<file path="src/rtl/hazard_sched_pkg.sv">
// Shared types and helpers for the hazard scheduler.
//   reg_t / tim_t  : register index and stage-timing field widths
//   fwd_sel_e      : forwarding-mux select encoding (RF / M / W)
//   stage_t        : full E-stage tuple
//   res_t          : result-producing part of a tuple (M stage)
//   sat_dec        : saturating-at-zero decrement of a timing field
//   hazard_hit     : one source-vs-producer stall test
//   fwd_sel        : forward select for one operand register
package hazard_sched_pkg;

  localparam int unsigned REG_W = 5;
  localparam int unsigned T_W   = 2;

  typedef logic [REG_W-1:0] reg_t;
  typedef logic [T_W-1:0]   tim_t;

  typedef enum logic [1:0] {
    FWD_RF = 2'd0,
    FWD_M  = 2'd1,
    FWD_W  = 2'd2
  } fwd_sel_e;

  typedef struct packed {
    reg_t r_new;
    tim_t t_new;
    reg_t r_use1;
    reg_t r_use2;
    logic md_start;
    logic md_div;
  } stage_t;

  typedef struct packed {
    reg_t r_new;
    tim_t t_new;
  } res_t;

  function automatic tim_t sat_dec(input tim_t t);
    return (t == '0) ? '0 : t - tim_t'(1);
  endfunction

  // $0 is never a real dependency, so an unused/zero source never hits.
  function automatic logic hazard_hit(input reg_t r_use, input tim_t t_use,
                                      input reg_t r_new, input tim_t t_new);
    return (r_use != '0) && (r_new == r_use) && (t_new > t_use);
  endfunction

  // M is younger than W, so it wins when both write the operand register.
  function automatic fwd_sel_e fwd_sel(input reg_t r, input res_t m,
                                       input reg_t w_r_new);
    if (r == '0)                          return FWD_RF;
    if ((m.r_new == r) && (m.t_new == '0)) return FWD_M;
    if (w_r_new == r)                     return FWD_W;
    return FWD_RF;
  endfunction

endpackage

</file>
<file path="src/rtl/hazard_sched_md_busy_cnt.sv">
// Busy-window counter for the multi-cycle mult/div unit.
//   clk_i, rst_ni : clock, asynchronous active-low reset
//   start_i       : an md operation is in E at this edge
//   div_i         : qualifies start_i, 1 = divide
//   busy_o        : registered, high while the countdown is nonzero
module md_busy_cnt #(
  parameter int unsigned MULT_CYCLES = 5,
  parameter int unsigned DIV_CYCLES  = 10,
  parameter int unsigned CNT_W       = 4
) (
  input  logic clk_i,
  input  logic rst_ni,
  input  logic start_i,
  input  logic div_i,
  output logic busy_o
);

  logic [CNT_W-1:0] cnt_q, cnt_d;

  always_comb begin
    cnt_d = cnt_q;
    if (start_i) begin
      cnt_d = div_i ? CNT_W'(DIV_CYCLES) : CNT_W'(MULT_CYCLES);
    end else if (cnt_q != '0) begin
      cnt_d = cnt_q - CNT_W'(1);
    end
  end

  always_ff @(posedge clk_i or negedge rst_ni) begin
    if (!rst_ni) begin
      cnt_q <= '0;
    end else begin
      cnt_q <= cnt_d;
    end
  end

  assign busy_o = (cnt_q != '0);

endmodule

</file>
<file path="src/rtl/hazard_sched.sv">
// Stall / forwarding controller for the 5-stage MIPS pipeline.
// Shadows the D-stage timing tuple through E, M and W, ages the
// result timing, raises the D-stage stall and drives operand
// forwarding selects; sequences the mult/div busy window.
//   clk, rst_n            : clock, asynchronous active-low reset
//   d_r_use1/2, d_t_use1/2: D-stage sources and when they are needed
//   d_r_new, d_t_new      : D-stage destination and its result latency
//   d_md_start/div/use    : mult/div start, divide flag, hi/lo user
//   stall                 : freeze PC and F/D, bubble into E
//   fwd_d1/2, fwd_e1/2    : operand selects (0 RF, 1 M, 2 W)
//   md_busy               : mult/div unit computing
module hazard_sched #(
  parameter int unsigned MULT_CYCLES = 5,
  parameter int unsigned DIV_CYCLES  = 10,
  parameter int unsigned CNT_W       = 4
) (
  input  logic       clk,
  input  logic       rst_n,
  input  logic [4:0] d_r_use1,
  input  logic [4:0] d_r_use2,
  input  logic [1:0] d_t_use1,
  input  logic [1:0] d_t_use2,
  input  logic [4:0] d_r_new,
  input  logic [1:0] d_t_new,
  input  logic       d_md_start,
  input  logic       d_md_div,
  input  logic       d_md_use,
  output logic       stall,
  output logic [1:0] fwd_d1,
  output logic [1:0] fwd_d2,
  output logic [1:0] fwd_e1,
  output logic [1:0] fwd_e2,
  output logic       md_busy
);

  import hazard_sched_pkg::*;

  stage_t d_tup;
  stage_t e_q, e_d;
  res_t   m_q, m_d;
  // Only W's destination is ever consulted (it never stalls, and its
  // result is always ready), so its timing/source fields are not kept.
  reg_t   w_q, w_d;
  logic   hz_stall, md_stall;

  always_comb begin
    d_tup = '{r_new:    d_r_new,
              t_new:    d_t_new,
              r_use1:   d_r_use1,
              r_use2:   d_r_use2,
              md_start: d_md_start,
              md_div:   d_md_div};
    e_d       = stall ? '0 : d_tup;
    m_d.r_new = e_q.r_new;
    m_d.t_new = sat_dec(e_q.t_new);
    w_d       = m_q.r_new;
  end

  always_ff @(posedge clk or negedge rst_n) begin
    if (!rst_n) begin
      e_q <= '0;
      m_q <= '0;
      w_q <= '0;
    end else begin
      e_q <= e_d;
      m_q <= m_d;
      w_q <= w_d;
    end
  end

  always_comb begin
    hz_stall = hazard_hit(d_r_use1, d_t_use1, e_q.r_new, e_q.t_new) |
               hazard_hit(d_r_use1, d_t_use1, m_q.r_new, m_q.t_new) |
               hazard_hit(d_r_use2, d_t_use2, e_q.r_new, e_q.t_new) |
               hazard_hit(d_r_use2, d_t_use2, m_q.r_new, m_q.t_new);
    md_stall = d_md_use & (md_busy | e_q.md_start);
    stall    = hz_stall | md_stall;
  end

  always_comb begin
    fwd_d1 = fwd_sel(d_r_use1,   m_q, w_q);
    fwd_d2 = fwd_sel(d_r_use2,   m_q, w_q);
    fwd_e1 = fwd_sel(e_q.r_use1, m_q, w_q);
    fwd_e2 = fwd_sel(e_q.r_use2, m_q, w_q);
  end

  md_busy_cnt #(
    .MULT_CYCLES (MULT_CYCLES),
    .DIV_CYCLES  (DIV_CYCLES),
    .CNT_W       (CNT_W)
  ) u_md_busy_cnt (
    .clk_i   (clk),
    .rst_ni  (rst_n),
    .start_i (e_q.md_start),
    .div_i   (e_q.md_div),
    .busy_o  (md_busy)
  );

endmodule

</file>
<file path="config.mk">
export PLATFORM = sky130hd
export DESIGN_NAME = hazard_sched
export DESIGN_NICKNAME = d
export VERILOG_FILES = /design/src/rtl/hazard_sched_pkg.sv /design/src/rtl/hazard_sched_md_busy_cnt.sv /design/src/rtl/hazard_sched.sv
export SDC_FILE = /design/constraint.sdc
export NUM_CORES = 1
export LEC_CHECK = 0
export ABC_AREA = 1
export ABC_CLOCK_PERIOD_IN_PS = 2250
export CORE_MARGIN = 4
export CORE_UTILIZATION = 53
export DETAILED_ROUTE_END_ITERATION = 6
export PLACE_DENSITY = 0.82
export SLEW_MARGIN = 20
export SYNTH_ARGS = -nofsm -noshare
export SYNTH_HDL_FRONTEND = slang
export SYNTH_SLANG_ARGS = --single-unit
export TNS_END_PERCENT = 100
</file>
<file path="constraint.sdc">
create_clock -name clk -period 2.25 [get_ports clk]
set_input_delay 0.45 -clock clk [delete_from_list [all_inputs] [get_ports clk]]
set_output_delay 0.45 -clock clk [all_outputs]
set_load 0.01 [all_outputs]
</file>
==> results of run 1 <==
[worst min-delay path by stage]
stage	start	end	slack, ns
floorplan	rst_n	e_q[0]	0.15
detailed placement	e_q[17]	w_d[3]	0.43
global route	w_d[0]	w_q[0]	0.45
CTS	e_q[17]	w_d[3]	0.45
global placement	e_q[16]	w_d[2]	0.43
finish	w_d[0]	w_q[0]	0.43
[state kept, by name, summed over array words and instances (netlist names)]
| name | count |
|---|---|
| e_q | 19 |
| w_d | 5 |
| w_q | 5 |
| u_md_busy_cnt.cnt_q | 4 |
| m_q | 2 |
[through the flow]
stage / total power (uW) / TNS (ns)
finish: 2270 / -0.154
CTS: 2190 / -0.143
floorplan: 1280 / 0
global placement: 1540 / -2.47
detailed placement: 1570 / -3.53
global route: 2400 / -0.316
[power groups by stage]
stage | clock (uW) | sequential (uW) | combinational [uW]
after floorplan | 0 | 840 | 439
after global routing | 619 | 884 | 899
after CTS | 587 | 863 | 736
after detailed placement | 0 | 871 | 703
after global placement | 0 | 865 | 676
final | 585 | 872 | 816
[kinds of logic after synthesis]
group / Yosys count
simple gates: 112
buf+inv: 48
xor+xnor: 38
flops: 35
compound gates: 18
fa+ha+maj: 10
[repair_timing]
| item | in CTS | in global routing |
|---|---|---|
| resized for setup | 47 | 40 |
| buffers inserted | 1 | 2 |
| hold buffers | 0 | 0 |
| endpoints found under the setup margin | 9 | 6 |
| pin swaps | 4 | 23 |
[synth_stat cells]
cell and instances:
clkbuf_2 1, nand3_1 8, nor3_1 7, nor4_1 1
or2_2 1, a221oi_1 1, a211oi_1 1, nand2_1 41
nor2_1 41, nand4_1 6, a21boi_0 1, o21ai_0 7
nor4b_1 2, and3_1 1, a21oi_1 5, dfrtp_1 35
nor3b_1 1, inv_1 45, xor2_1 27, nand3_2 1
buf_6 2, nor2_2 2, ha_1 10, xnor2_1 11
a31oi_1 2, o22ai_1 1
[area by class of cell]
type / instances / area (um2) / share of cell area (%)
well taps: 48 / 60.1 / 1.98
flip-flops and latches: 35 / 882 / 29.0
inverters: 45 / 171 / 5.64
multi-input cells: 178 / 1210 / 40.0
clock inverters: 2 / 35.0 / 1.15
repair buffers: 71 / 593 / 19.5
clock buffers: 6 / 82.6 / 2.72
[routing by layer]
layer	vias to the layer above	part of all wire, %	track usage, %
met5	-	0	0
met4	0	7.0	16.5
met3	55	6.1	6.45
met2	127	50	44.4
met1	983	36	26.3
li1	964	-	-
==> flow_summary.json, run 1 <==
{
  "die_h_um": 71.2,
  "synth_compound_area_share_pct": 4.84,
  "stdcell_area_mm2": 0.00304,
  "routedWlPerCell_um": 17.6,
  "rr_worst_depth": 11,
  "drv_cap": 0,
  "synth_seq_area_share_pct": 41.3,
  "cpPeakStageDelay_ns": 0.40,
  "critPathTopFamily": "simple AND/OR/NAND/NOR gates",
  "wirelength_mm": 6.77,
  "synth_top_family_by_area": "simple AND/OR/NAND/NOR gates",
  "arrival_ns": 1.95,
  "synthAdderAreaFrac_pct": 5.90,
  "synth_simple_gate_area_share_pct": 23.0,
  "drc": 0,
  "start_kind": "flip-flop",
  "drive_above_1_share_pct": 27.3,
  "setup_violations": 3,
  "final_cell_mix": "inv_1, nor2_1, nand2_1, buf_4, dfrtp_1",
  "ys_types": 26,
  "cp_cell_sequence": "inv_2 -> ha_4 -> nand2_2 -> nand3_1 -> nor2_1 -> nand3_1 -> nand2_1 -> nand2_2 -> nand3_4 -> buf_6",
  "cp_slowest_cell": "dfrtp_1",
  "avgSynthCellArea_um2": 8.12,
  "std_cell_rows": 22,
  "p_clk_share_pct": 25.7,
  "outcome": "finished with violations",
  "grt_overflow_total": 0,
  "grtUsageTotal_pct": 25.2,
  "synth_warnings": 0,
  "dieArea_mm2": 0.00508,
  "dp_cells": 374,
  "cts-root-buf": "clkbuf_8",
  "hold_path_depth": 0,
  "holdWs_ns": 0.431,
  "grt_pass1_vias": 2167,
  "syn_area_mm2": 0.00212,
  "synth.area.top_cells": "dfrtp_1, xor2_1, inv_1",
  "clk_pin_slew_ns": 0.07,
  "cp-startpoint": "e_q[12]",
  "first_pass_iters": 5,
  "yosysTopAreaCellShare_pct": 41.3,
  "dpl_worst_slack_ns": -0.599,
  "r2r_end": "e_q[2]",
  "dp_hpwl_mm": 4.19,
  "combPwrFrac_pct": 35.9,
  "crit_buf_inv": 2,
  "utilization_pct": 80.6,
  "port-buffer-count": 35,
  "h-tree-depth": 2,
  "slew_headroom_pct": 69.9,
  "antenna_found_initial": 0,
  "final_common_cell": "inv_1",
  "fin_cells": 385,
  "cts.sinks": 35,
  "switchingPower_uw": 794,
  "dpl-instance-area_mm2": 0.00275,
  "yosysTopAreaCell": "dfrtp_1",
  "hold_viol": 0,
  "worst_slew_pin_slew_ns": 0.451,
  "endpoint": "stall",
  "drt-vias-per-instance": 5.53,
  "r2r_start": "e_q[12]",
  "ant_nets": 0,
  "place_congestion": 0.936,
  "min_period_over_period_pct": 107,
  "vias": 2129,
  "synth_xor_area_share_pct": 15.7,
  "drt_iter0_markers": 111,
  "drv_slew": 0,
  "finClkSkew_ns": 0.00369,
  "io_pins": 36,
  "swShare_pct": 34.9,
  "synth_cells": 261,
  "cts.path.max_buffers": 2,
  "core_area_mm2": 0.00377,
  "ys_seq_elements": 35,
  "p_leak_uw": 0.00162,
  "chipWidth_um": 71.2,
  "critical_path_required_ns": 1.80,
  "diodes": 0,
  "worst-path-stages": 10,
  "cts_tree": "built",
  "insertion_delay_ns": 0.29,
  "min_period_ns": 2.40,
  "failed_checks": "negative setup slack",
  "power_density_mw_per_mm2": 748,
  "p_int_uw": 1480,
  "syn-num-nets": 297,
  "endpoint_kind": "primary output",
  "fin_nets": 372,
  "r2r_slack_ns": 0.25,
  "muxShareOfSynthArea_pct": 0,
  "setup_ws_ns": -0.148,
  "min-delay-path-class": "flip-flop to flip-flop",
  "grt_setup_unrepaired": "yes",
  "grt_pass1_wl_mm": 9.68,
  "cts_made_buffers": 5,
  "fill_cells": 210,
  "areaGrowthSynthToFinish_pct": 43.3,
  "seq_power_share_pct": 38.4,
  "max_freq_mhz": 417,
  "criticalPathCategory": "flip-flop to primary output",
  "peakVddDrop_mv": 0.674,
  "crit_fanout": 3,
  "start_util_pct": 56.2,
  "grt_max_degree": 36
}
(Power assumes the default switching activity.)
==> inputs of run 2 (changes only) <==
--- a/config.mk
+++ b/config.mk
@@ -11,6 +11,7 @@
 export CORE_UTILIZATION = 53
 export DETAILED_ROUTE_END_ITERATION = 6
 export PLACE_DENSITY = 0.82
+export REMOVE_ABC_BUFFERS = 1
 export SLEW_MARGIN = 20
 export SYNTH_ARGS = -nofsm -noshare
 export SYNTH_HDL_FRONTEND = slang
==> run 2 against run 1 <==
The run still ends with negative setup slack left. Routed wire length shrank 7.6%. Cell count shrank 0.52%. Clock power grew 15%. Worst setup slack gained 0.025 ns. Clock skew grew 0.0050 ns. Sequential power shrank 0.5%. Maximum frequency grew 1.1%. Flip-flop and latch count is the same. Global-route usage shrank 3.4 points. Via count shrank 1.1%. Critical path depth shrank 1. Clock-buffer cell count is the same. Largest cell class unchanged. Largest power group unchanged.
==> flow_summary.json, run 2 (synthesis results as in run 1) <==
{
  "outcome": "finished with violations",
  "failed_checks": "negative setup slack",
  "cts_tree": "built",
  "ant_nets": 0,
  "hold_path_depth": 1,
  "vias": 2106,
  "seq_power_share_pct": 37.6,
  "drive_above_1_share_pct": 20.9,
  "cts.sinks": 35,
  "drv_slew": 0,
  "combPwrFrac_pct": 33.3,
  "criticalPathCategory": "flip-flop to primary output",
  "cts_made_buffers": 5,
  "p_int_uw": 1540,
  "final_common_cell": "inv_1",
  "grt_pass1_vias": 1953,
  "h-tree-depth": 2,
  "grt_pass1_wl_mm": 8.57,
  "antenna_found_initial": 0,
  "max_freq_mhz": 421,
  "std_cell_rows": 22,
  "clk_pin_slew_ns": 0.06,
  "critical_path_required_ns": 1.80,
  "port-buffer-count": 35,
  "drv_cap": 0,
  "grt_overflow_total": 0,
  "endpoint_kind": "primary output",
  "cp-startpoint": "w_d[1]",
  "final_cell_mix": "inv_1, nor2_1, nand2_1, dfrtp_1, buf_4",
  "fin_cells": 383,
  "finClkSkew_ns": 0.00869,
  "regMostFlops": "e_q",
  "place_congestion": 0.891,
  "setup_violations": 2,
  "drt_iter0_markers": 245,
  "rr_worst_depth": 10,
  "dieArea_mm2": 0.00508,
  "arrival_ns": 1.92,
  "drc": 0,
  "crit_fanout": 3,
  "drt-vias-per-instance": 5.50,
  "stdcell_area_mm2": 0.00298,
  "core_area_mm2": 0.00377,
  "cts-root-buf": "clkbuf_8",
  "die_h_um": 71.2,
  "grt_max_degree": 36,
  "min_period_over_period_pct": 105,
  "grt_setup_unrepaired": "yes",
  "r2r_start": "w_d[1]",
  "fin_nets": 370,
  "chipWidth_um": 71.2,
  "dp_hpwl_mm": 3.96,
  "diodes": 0,
  "insertion_delay_ns": 0.30,
  "power_density_mw_per_mm2": 773,
  "io_pins": 36,
  "r2r_slack_ns": 0.25,
  "swShare_pct": 33.1,
  "min_from": "e_q[12]",
  "cts.path.max_buffers": 2,
  "start_kind": "flip-flop",
  "slew_headroom_pct": 70.7,
  "areaGrowthSynthToFinish_pct": 40.7,
  "wirelength_mm": 6.25,
  "p_leak_uw": 0.00161,
  "hold_end": "m_q[0]",
  "dp_cells": 371,
  "grtUsageTotal_pct": 21.8,
  "r2r_end": "e_q[8]",
  "holdWs_ns": 0.458,
  "min_period_ns": 2.37,
  "worst_slew_pin_slew_ns": 0.439,
  "min-delay-path-class": "flip-flop to flip-flop",
  "largest_reg_flops": 19,
  "setup_ws_ns": -0.123,
  "dpl-instance-area_mm2": 0.00273,
  "tns_ns": -0.191,
  "start_util_pct": 56.2,
  "hold_viol": 0,
  "peakVddDrop_mv": 0.545,
  "routedWlPerCell_um": 16.3,
  "first_pass_iters": 6,
  "p_clk_share_pct": 29.1,
  "switchingPower_uw": 763
}
[run 2: worst max path at each step]
stage / end / slack (ns) / cells after the start
floorplan: stall / 0.37 / 8
global placement: stall / -0.54 / 10
detailed placement: stall / -0.57 / 10
CTS: stall / -0.13 / 11
global route: stall / -0.15 / 9
finish: stall / -0.12 / 9
[run 2: critical path, cell delays in order, from the launching register on]
cell	delay, ns
dfrtp_1	0.43
buf_4	0.16
xor2_1	0.15
nor2_2	0.20
buf_4	0.14
nand4_1	0.12
nand2_1	0.15
nand2_2	0.09
nand3_4	0.09
buf_6	0.10
[run 2: cell type report]
class | instances | area [um2]
sequential | 35 | 878
tap | 48 | 60.1
fill | 232 | 788
clock buffer | 6 | 72.6
timing repair buffer | 69 | 589
clock inverter | 2 | 60.1
multi-input combinational | 178 | 1150
inverter | 45 | 169
[run 2: power by group through the flow]
| stage | logic, uW | registers [uW] | clock network, uW |
|---|---|---|---|
| 2_1_floorplan | 420 | 840 | 0 |
| 3_3_place_gp | 665 | 864 | 0 |
| 3_5_place_dp | 690 | 869 | 0 |
| 4_1_cts | 702 | 856 | 678 |
| 5_1_grt | 843 | 880 | 711 |
| 6_report | 768 | 868 | 672 |
[run 2: metrics by stage]
step | worst slack (ns) | power (uW) | util (%)
2_1_floorplan | 0.369 | 1260 | -
3_3_place_gp | -0.535 | 1530 | 72.3
3_5_place_dp | -0.565 | 1560 | 72.3
4_1_cts | -0.133 | 2240 | 76.4
5_1_grt | -0.151 | 2430 | 79.1
6_report | -0.123 | 2310 | 79.1
[run 2: repair_timing]
action	in CTS	in global routing
pin swaps	4	11
cloned	0	0
setup buffers	2	2
gates resized for setup	36	29
hold buffers	0	0
endpoints found under the hold margin	0	0
endpoints found under the setup margin	9	7
[run 2: layer usage]
metal,vias to the layer above,GRT usage [%],routed length [um]
li1,957,-,-
met1,977,25.6,2220
met2,135,38.4,3100
met3,37,3.51,555
met4,0,10.6,379
met5,-,0,0
==> inputs of run 3 (changes only) <==
--- a/config.mk
+++ b/config.mk
@@ -6,7 +6,7 @@
 export NUM_CORES = 1
 export LEC_CHECK = 0
 export ABC_AREA = 1
-export ABC_CLOCK_PERIOD_IN_PS = 2250
+export ABC_CLOCK_PERIOD_IN_PS = 2600
 export CORE_MARGIN = 4
 export CORE_UTILIZATION = 53
 export DETAILED_ROUTE_END_ITERATION = 6
==> constraint.sdc (replaced) <==
create_clock -name clk -period 2.6 [get_ports clk]
set_input_delay 0.52 -clock clk [delete_from_list [all_inputs] [get_ports clk]]
set_output_delay 0.52 -clock clk [all_outputs]
set_load 0.01 [all_outputs]
==> run 3 against run 2 <==
The run now ends clean. Die area unchanged. Routed wire length down 21%. Clock power down 38%. Critical path depth down 3. Sequential power down 14%. Clock-buffer cell count up 2. Global-route usage down 1.1 points. Cell area down 5.1%. Cell count down 2.1%. Register-to-register slack better by 0.57 ns. Largest cell class unchanged. Largest power group unchanged.
==> flow_summary.json, run 3 (synthesis results as in run 1) <==
{
  "outcome": "finished, final reports clean",
  "cts_tree": "built",
  "regMostFlops": "e_q",
  "place_congestion": 0.919,
  "endpoint": "fwd_d2[0]",
  "dpl_worst_slack_ns": -0.356,
  "hold_viol": 0,
  "cpPeakStageDelay_ns": 0.50,
  "r2r_slack_ns": 0.82,
  "antenna_found_initial": 0,
  "fin_cells": 375,
  "ant_nets": 0,
  "port-buffer-count": 35,
  "power_density_mw_per_mm2": 620,
  "worst-path-stages": 6,
  "h-tree-depth": 2,
  "grt_pass1_vias": 1868,
  "postCtsSetupBuffers": 0,
  "grt_setup_unrepaired": "yes",
  "dieArea_mm2": 0.00508,
  "peakVddDrop_mv": 0.545,
  "die_h_um": 71.2,
  "slew_headroom_pct": 71.6,
  "min_period_over_period_pct": 97.7,
  "setup_ws_ns": 0.0604,
  "cp_slowest_cell": "clkdlybuf4s50_1",
  "holdWs_ns": 0.440,
  "clk_pin_slew_ns": 0.07,
  "io_pins": 36,
  "min_period_ns": 2.54,
  "critPathTopFamily": "buffers and inverters",
  "r2r_end": "e_q[6]",
  "tns_ns": 0,
  "p_leak_uw": 0.00155,
  "vias": 1879,
  "critical_path_required_ns": 2.08,
  "arrival_ns": 2.02,
  "dp_cells": 367,
  "cts.sinks": 35,
  "start_util_pct": 56.2,
  "first_pass_iters": 4,
  "start_kind": "primary input",
  "drt_iter0_markers": 112,
  "cp_cell_sequence": "clkdlybuf4s50_1 -> xor2_1 -> nor2_1 -> nand4_1 -> a31oi_1 -> dlygate4sd2_1",
  "insertion_delay_ns": 0.29,
  "largest_reg_flops": 19,
  "setup_violations": 0,
  "final_cell_mix": "inv_1, nor2_1, nand2_1, dfrtp_1, xor2_1",
  "cp-startpoint": "d_r_use2[1]",
  "drive_above_1_share_pct": 14.4,
  "cts_made_buffers": 5,
  "drt-vias-per-instance": 5.01,
  "grtUsageTotal_pct": 20.7,
  "cts.path.max_buffers": 2,
  "worst_slew_pin_slew_ns": 0.427,
  "r2r_start": "e_q[13]",
  "dp_hpwl_mm": 3.85,
  "rr_worst_depth": 10,
  "crit_buf_inv": 2,
  "drc": 0,
  "criticalPathCategory": "primary input to primary output",
  "final_common_cell": "inv_1",
  "cts-root-buf": "clkbuf_8",
  "min-delay-path-class": "flip-flop to flip-flop",
  "grt_pass1_wl_mm": 8.19,
  "drv_cap": 0,
  "crit_fanout": 4,
  "grt_overflow_total": 0,
  "core_area_mm2": 0.00377,
  "chipWidth_um": 71.2,
  "std_cell_rows": 22,
  "routedWlPerCell_um": 13.1,
  "fin_nets": 362,
  "finClkSkew_ns": 0.00655,
  "diodes": 0,
  "areaGrowthSynthToFinish_pct": 33.6,
  "wirelength_mm": 4.92,
  "grt_max_degree": 36,
  "drv_slew": 0,
  "max_freq_mhz": 394,
  "ctsHoldBuffers": 0,
  "endpoint_kind": "primary output"
}
-- run 3: cell types whose count changed in the layout (fill, tap and decap cells not counted), sizes merged --
cell,previous run,this run
clkdlybuf4s50,12,20
bufinv,2,0
clkdlybuf4s15,4,0
dlygate4sd2,10,8
buf,36,27
clkbuf,9,10
-- run 3: how the worst min path moves through the flow --
stage,startpoint,to,slack (ns),cells past startpoint
after global routing,w_d[0],w_q[0],0.46,0
after floorplan,rst_n,e_q[0],0.22,0
after detailed placement,e_q[17],w_d[3],0.43,0
final,e_q[15],w_d[1],0.44,0
after global placement,e_q[17],w_d[3],0.43,0
after CTS,e_q[15],w_d[1],0.44,0
-- run 3: where the power goes --
| group | internal [uW] | switching [uW] | total [uW] |
|---|---|---|---|
| Sequential | 640 | 110 | 750 |
| Combinational | 282 | 307 | 589 |
| Clock | 241 | 176 | 417 |
-- run 3: stage by stage --
step / total power (uW) / utilization (%) / area (um2)
after CTS: 1760 / 73.7 / 2780
after global routing: 1890 / 75.1 / 2830
after global placement: 1310 / 71.5 / 2700
after detailed placement: 1340 / 71.5 / 2700
after floorplan: 1090 / - / 2090
final: 1760 / 75.1 / 2830
-- run 3: area by class of cell --
type | instances | area, um2
Multi-Input combinational cell | 178 | 1090
Fill cell | 275 | 940
Sequential cell | 35 | 877
Timing Repair Buffer | 61 | 537
Inverter | 45 | 169
Clock buffer | 8 | 100
Tap cell | 48 | 60.1
-- run 3: what timing repair did --
action,in CTS,in global routing
pin swaps,0,4
hold endpoints to repair,0,0
resized for setup,14,17
setup endpoints to repair,7,5
-- run 3: layer usage --
layer / global-route usage (%) / share of wire (%) / up-vias
met3: 5.33 / 5.3 / 11
li1: - / - / 936
met1: 25.0 / 42 / 890
met5: 0 / 0 / -
met2: 35.9 / 50 / 42
met4: 6.89 / 1.9 / 0
